$ cat config.mk
export PLATFORM = sky130hd
export DESIGN_NAME = if_stage
export DESIGN_NICKNAME = d
export VERILOG_FILES = /design/src/rtl/fetch_pkg.sv /design/src/rtl/fetch_queue.sv /design/src/rtl/if_stage.sv
export SDC_FILE = /design/constraint.sdc
export NUM_CORES = 1
export LEC_CHECK = 0
export BUFFER_PORTS_ARGS = -buffer_cell sky130_fd_sc_hd__buf_2
export CORE_MARGIN = 1
export CORE_UTILIZATION = 54
export DETAILED_ROUTE_END_ITERATION = 8
export PLACE_DENSITY = 0.85
export SYNTH_ARGS = -nofsm -noshare
export SYNTH_HDL_FRONTEND = slang
export SYNTH_SLANG_ARGS = --single-unit
$ cat constraint.sdc
create_clock -name clk -period 4.08 [get_ports clk]
set_input_delay 0.612 -clock clk [delete_from_list [all_inputs] [get_ports clk]]
set_output_delay 0.612 -clock clk [all_outputs]
set_load 0.01 [all_outputs]
$ cat src/rtl/fetch_pkg.sv
// Shared fetch-stage types: FSM states, fetch-queue entry layout and branch decode helpers.
// Imported by if_stage and fetch_queue.
package fetch_pkg;

    typedef enum logic [1:0] {
        IDLE = 2'd0,
        REQ  = 2'd1,
        WAIT = 2'd2,
        DROP = 2'd3
    } fetch_state_e;

    typedef struct packed {
        logic [31:0] pc;
        logic [31:0] inst;
        logic        pred;
    } fq_entry_t;

    localparam logic [6:0] OPC_BRANCH = 7'b1100011;

    // B-type immediate: sign-extended, bit 0 always zero.
    function automatic logic [31:0] b_imm(input logic [31:0] inst);
        return {{20{inst[31]}}, inst[7], inst[30:25], inst[11:8], 1'b0};
    endfunction

    // Conditional branch whose offset is negative (sign bit of the immediate set).
    function automatic logic is_back_branch(input logic [31:0] inst);
        return (inst[6:0] == OPC_BRANCH) && inst[31];
    endfunction

endpackage

$ cat src/rtl/fetch_queue.sv
// Synchronous FIFO of fetched {pc, inst, pred} entries with whole-queue flush.
// Latency: a pushed entry is at the head the cycle after the push.
// Backpressure: none internally; the producer must not push when count == DEPTH.
module fetch_queue
    import fetch_pkg::*;
#(
    parameter  int DEPTH = 4,
    localparam int CW    = $clog2(DEPTH) + 1
) (
    input  logic            clk,
    input  logic            rst,
    input  logic            push,
    input  fq_entry_t       push_dat,
    input  logic            pop,
    input  logic            flush,
    output fq_entry_t       head_dat,
    output logic [CW-1:0]   count
);

    localparam int AW = $clog2(DEPTH);

    fq_entry_t     mem [DEPTH];
    logic [AW-1:0] wr_ptr;
    logic [AW-1:0] rd_ptr;
    logic          do_pop;

    // Popping an empty queue (e.g. straight after a flush) does nothing.
    assign do_pop = pop && (count != '0);

    always_ff @(posedge clk) begin
        if (rst || flush) begin
            wr_ptr <= '0;
            rd_ptr <= '0;
            count  <= '0;
        end else begin
            if (push) begin
                wr_ptr <= wr_ptr + 1'b1;
            end
            if (do_pop) begin
                rd_ptr <= rd_ptr + 1'b1;
            end
            case ({push, do_pop})
                2'b10:   count <= count + 1'b1;
                2'b01:   count <= count - 1'b1;
                default: count <= count;
            endcase
        end
    end

    // Storage is not reset; the consumer qualifies the head with count.
    always_ff @(posedge clk) begin
        if (push) begin
            mem[wr_ptr] <= push_dat;
        end
    end

    assign head_dat = mem[rd_ptr];

endmodule

$ cat src/rtl/if_stage.sv
// Instruction fetch: owns the PC, one outstanding imem fetch, queues {pc, inst, pred} for decode (option FETCH_BTFN_EN).
// Latency: request issued the cycle after a slot frees; response pushed on arrival, visible to decode next cycle.
// Backpressure: stops requesting while the fetch queue is full; a redirect squashes in-flight and queued work.
module if_stage
    import fetch_pkg::*;
#(
    parameter logic [31:0] RESET_PC = 32'h0000_0000,
    parameter int          FQ_DEPTH = 4
) (
    input  logic        clk,
    input  logic        rst,
    output logic        imem_req_valid,
    input  logic        imem_req_ready,
    output logic [31:0] imem_req_addr,
    input  logic        imem_rsp_valid,
    input  logic [31:0] imem_rsp_data,
    input  logic        redirect_valid,
    input  logic [31:0] redirect_pc,
    output logic        inst_valid,
    output logic [31:0] inst,
    output logic [31:0] inst_pc,
    output logic        inst_pred_taken,
    input  logic        inst_ready
);

    localparam int             CW      = $clog2(FQ_DEPTH) + 1;
    localparam logic [CW-1:0]  FQ_FULL = CW'(FQ_DEPTH);

    fetch_state_e  state;
    logic [31:0]   pc;
    logic [31:0]   req_pc;
    logic [31:0]   redirect_tgt;
    logic          accept;
    logic          push;
    logic          pop;
    logic          push_pred;
    logic          slot_free;
    logic [CW-1:0] count;
    logic [CW-1:0] count_nxt;
    fq_entry_t     push_dat;
    fq_entry_t     head_dat;
    logic          unused_bits;

    assign redirect_tgt = {redirect_pc[31:2], 2'b00};
    assign accept       = imem_req_valid && imem_req_ready;
    assign pop          = inst_valid && inst_ready;
    assign push         = (state == WAIT) && imem_rsp_valid && !redirect_valid;

`ifdef FETCH_BTFN_EN
    assign push_pred   = is_back_branch(imem_rsp_data);
    assign unused_bits = ^redirect_pc[1:0];
`else
    assign push_pred   = 1'b0;
    assign unused_bits = ^{redirect_pc[1:0], head_dat.pred};
`endif

    // Look-ahead occupancy so the request valid can be registered without losing a cycle.
    assign count_nxt = count + CW'(push) - CW'(pop);
    assign slot_free = (count_nxt < FQ_FULL);

    always_ff @(posedge clk) begin
        if (rst) begin
            state          <= IDLE;
            pc             <= RESET_PC;
            req_pc         <= RESET_PC;
            imem_req_valid <= 1'b0;
        end else if (redirect_valid) begin
            pc <= redirect_tgt;
            // A request already accepted (now or earlier) still owes a response that must be eaten.
            if (((state == REQ) && accept) ||
                (((state == WAIT) || (state == DROP)) && !imem_rsp_valid)) begin
                state          <= DROP;
                imem_req_valid <= 1'b0;
            end else begin
                state          <= REQ;
                imem_req_valid <= 1'b1;
            end
        end else begin
            case (state)
                IDLE: begin
                    state          <= REQ;
                    imem_req_valid <= slot_free;
                end
                REQ: begin
                    if (accept) begin
                        req_pc         <= pc;
                        pc             <= pc + 32'd4;
                        state          <= WAIT;
                        imem_req_valid <= 1'b0;
                    end else begin
                        imem_req_valid <= slot_free;
                    end
                end
                WAIT: begin
                    if (imem_rsp_valid) begin
                        state          <= REQ;
                        imem_req_valid <= slot_free;
                        if (push_pred) begin
                            pc <= req_pc + b_imm(imem_rsp_data);
                        end
                    end
                end
                DROP: begin
                    if (imem_rsp_valid) begin
                        state          <= REQ;
                        imem_req_valid <= slot_free;
                    end
                end
                default: begin
                    state          <= IDLE;
                    imem_req_valid <= 1'b0;
                end
            endcase
        end
    end

    assign imem_req_addr = pc;

    assign push_dat = '{pc: req_pc, inst: imem_rsp_data, pred: push_pred};

    fetch_queue #(
        .DEPTH (FQ_DEPTH)
    ) u_fetch_queue (
        .clk      (clk),
        .rst      (rst),
        .push     (push),
        .push_dat (push_dat),
        .pop      (pop),
        .flush    (redirect_valid),
        .head_dat (head_dat),
        .count    (count)
    );

    // Head fields read as zero when the queue is empty.
    assign inst_valid = (count != '0);
    assign inst       = inst_valid ? head_dat.inst : 32'd0;
    assign inst_pc    = inst_valid ? head_dat.pc   : 32'd0;

`ifdef FETCH_BTFN_EN
    assign inst_pred_taken = inst_valid && head_dat.pred;
`else
    assign inst_pred_taken = 1'b0;
`endif

endmodule

==> summary.txt <==
GRT
  • Via count of the first global-routing pass: 7300
  • Initial antenna violation count: 2
  • GRT Util Overall: slightly above 20%
  • First-pass GRT wire length: a little under 40000 µm
  • Grt ovf: 0
  • Largest net degree at the start of global routing: 66

Placed design
  • Port Buffers: ~160
  • Routability cong.: ~0.85
  • Detailed placer's ending HPWL: 15300 µm
  • Dpl ws: 1.31 ns

Clock network
  • Clk_lat worst skew: around 0.55 ns
  • Htree depth: 1
  • CTS tree: yes
  • Root buffer cell: clkbuf_16
  • Post-CTS resize count: 0
  • Reg clk slew, reported paths: around 0.06 ns
  • Postcts setup bufs: 0
  • Hold Buf Count CTS: 0
  • Clock Sinks: 320
  • CTS Buf Count: 31
  • Clk buf depth: 3

Layout
  • Area of the multi-input gates: 0.00361 mm²
  • Ant. Diodes: 0
  • Fill count: roughly 1600
  • Fin nets: about 1100
  • Util after Layout: 65.0%
  • Synthesis-to-finish area growth: 16.6%
  • Share of cells above drive strength 1: between 20% and 30%
  • Sequential cell area: ~0.0089 mm²

Synthesis
  • Ys async rst share: 0%
  • Synthesized flop and latch total: 320
  • Synthesized area: between 0.01 and 0.015 mm²
  • Avg Cell Area, Syn: 15.6 µm²
  • Predominant post-synthesis flop cell: edfxtp_1
  • Mapped Cells: between 800 and 900
  • Seq/Total Area, Yosys: between 60% and 70%
  • YS warnings: 0
  • Post-synth EDFFs: roughly 250
  • Distinct cells, synth: 49

Power and ir drop
  • Switching pwr: roughly 0.0013 W
  • Pwr dens: 434 mW/mm²
  • Internal power: approximately 0.0052 W
  • Sequential share of power: between 50% and 60%
  • Clock share of power: between 40 and 50%
  • Net Sw Frac: 20.1%
  • Leak: between 4 and 5 nW
  • Combinational Power Share: 2.8%
  • Max VDD drop: ~310 µV

Timing
  • Final Max Tran Viols: 0
  • Max_slew headroom: between 20 and 25%
  • PnR worst setup slack: 0.963 ns
  • Final hold vios: 0
  • Period utilization: 76.4%
  • Setup TNS: 0 ns
  • Unrepaired setup endpoints after global routing: no
  • Min cycle time layout: 3.12 ns
  • Skew final: approximately 0.021 ns
  • Setup violators final: 0
  • Max Freq: 0.321 GHz
  • Tightest Pin Transition: 1.13 ns

Critical path
  • Arr. time, crit path: approximately 2.5 ns
  • Required @ worst endpoint: about 3.5 ns
  • Critical path endpoint category: primary output
  • Setup Crit Path Kind: reg -> out
  • Startpoint types: flop
  • Crit-path max FO: 22

Floorplanning
  • FP Rows: 55
  • Core area: ~0.023 mm²
  • Starting Density: 55.8%
  • Die area: 0.0243 mm²
  • Chip height: around 160 µm
  • I/O Pins: roughly 170
  • DIE WIDTH: 156 µm

Detailed routing
  • Drt pass-1 iters: 5
  • DR WL/cell: roughly 19 µm
  • DR vias: between 7000 and 8000
  • DRC Markers: 0
  • Post-DRT Antenna Nets: 0
  • Overall routed net length: 24300 µm
  • DRT iter0 DRCs: 489
  • Via density per instance: roughly 5.7

Worst hold path
  • Worst min path class: in -> reg

Outcome
  • Run status: completed

Run
  • Max_cap viols: 0
## placed cells by master, fill, tap and decap left out, drive strengths merged, types with 4 or more instances in the layout
master  instances
a211oi         15
a21oi          40
a311oi         12
and2           67
buf           172
clkbuf         35
clkinv         12
conb            5
dfxtp          72
edfxtp        248
ha              8
inv            21
mux4           62
nand2          74
nand3          12
nand4           5
nor2           35
nor3           10
nor4            8
o211ai          4
o21ai           7
o31ai          10
or3             8
or4            13
xnor2          13
xor2            4
## power groups by stage
| stage | combinational, W | sequential [W] | clock [W] |
|---|---|---|---|
| 4_1_cts | 0.000181 | 0.00356 | 0.00278 |
| 3_3_place_gp | 0.000174 | 0.00363 | 0 |
| 3_5_place_dp | 0.000180 | 0.00363 | 0 |
| 6_report | 0.000181 | 0.00356 | 0.00273 |
| 2_1_floorplan | 0.0000890 | 0.00363 | 0 |
| 5_1_grt | 0.000201 | 0.00357 | 0.00290 |
## worst max-delay path, cell delays in order (launching register included)
cell and delay (ns):
dfxtp_4 0.66, buf_4 0.41, mux4_2 0.57, and2_1 0.17
buf_2 0.13
## flip-flops by register name (all words and copies together), names as in the netlist, named ones only
name	flops
u_fetch_queue.count	3
u_fetch_queue.mem	248
imem_req_addr	30
u_fetch_queue.wr_ptr	2
imem_req_valid	1
u_fetch_queue.rd_ptr	2
req_pc	30
state	2
## cell usage after synthesis, drive strengths merged (2+ instances only)
| master | number | area [µm²] |
|---|---|---|
| xnor2 | 13 | 114 |
| o211ai | 4 | 30.0 |
| buf | 17 | 101 |
| ha | 8 | 100 |
| o31ai | 10 | 75.1 |
| nand4 | 5 | 43.8 |
| and4 | 3 | 27.5 |
| inv | 18 | 67.6 |
| clkbuf | 38 | 143 |
| a311oi | 12 | 105 |
| or3 | 8 | 51.3 |
| nand3 | 12 | 60.1 |
| edfxtp | 248 | 7450 |
| a211oi | 15 | 113 |
| nand2 | 74 | 278 |
| a21oi | 40 | 200 |
| xor2 | 4 | 35.0 |
| or4 | 13 | 101 |
| a31oi | 3 | 18.8 |
| nor4 | 8 | 50.1 |
| nor3 | 10 | 50.1 |
| nor3b | 2 | 15.0 |
| and2 | 67 | 419 |
| mux4 | 62 | 1400 |
| dfxtp | 72 | 1440 |
| nor2 | 35 | 131 |
| o21ai | 7 | 35.0 |
## worst paths after layout
kind,slack [ns],endpoint,start,depth (start not counted)
worst max-delay path,0.96,inst_pc[5],flop,4
worst min-delay path,0.29,u_fetch_queue.mem[0][25],imem_rsp_data[25],1
worst max register to register,1.61,imem_req_addr[16],imem_req_addr[2],5
worst min register to register,0.50,req_pc[15],req_pc[15],2
## metrics by stage
step / total power, W / cells / hold WS, ns / instance area [µm²]
2_1_floorplan: 0.00372 / 826 / 0.460 / 12800
3_3_place_gp: 0.00381 / 1256 / 0.476 / 13900
3_5_place_dp: 0.00381 / 1256 / 0.484 / 13900
4_1_cts: 0.00653 / 1312 / 0.265 / 14900
5_1_grt: 0.00667 / 1312 / 0.272 / 14900
6_report: 0.00647 / 1312 / 0.287 / 14900
## routing by layer
layer | GRT usage [%] | up-vias | routed length, µm
li1 | - | 3455 | -
met4 | 4.58 | 2 | 368
met1 | 28.1 | 3665 | 10500
met5 | 0 | - | 13
met2 | 33.9 | 286 | 11800
met3 | 3.53 | 36 | 1650
## layout make-up
cell class | count | share of cell area (%)
Inverter | 18 | 0.453
Multi-Input combinational cell | 433 | 24.2
Clock buffer | 35 | 5.31
Sequential cell | 320 | 59.7
Clock inverter | 21 | 1.25
Timing Repair Buffer | 172 | 6.46
Tap cell | 313 | 2.63
## logic make-up after synthesis
group	count (synthesis)	synth area share, %
DFF	320	69.5
and+or+nand+nor	244	10.2
AOI/OAI and AO/OA	96	4.83
buffers and inverters	73	2.44
muxes	62	10.9
xor gates and xnor gates	17	1.16
adders and majority gates	9	0.939
other	1	0.0293
Power figures use the tool's default switching activity.
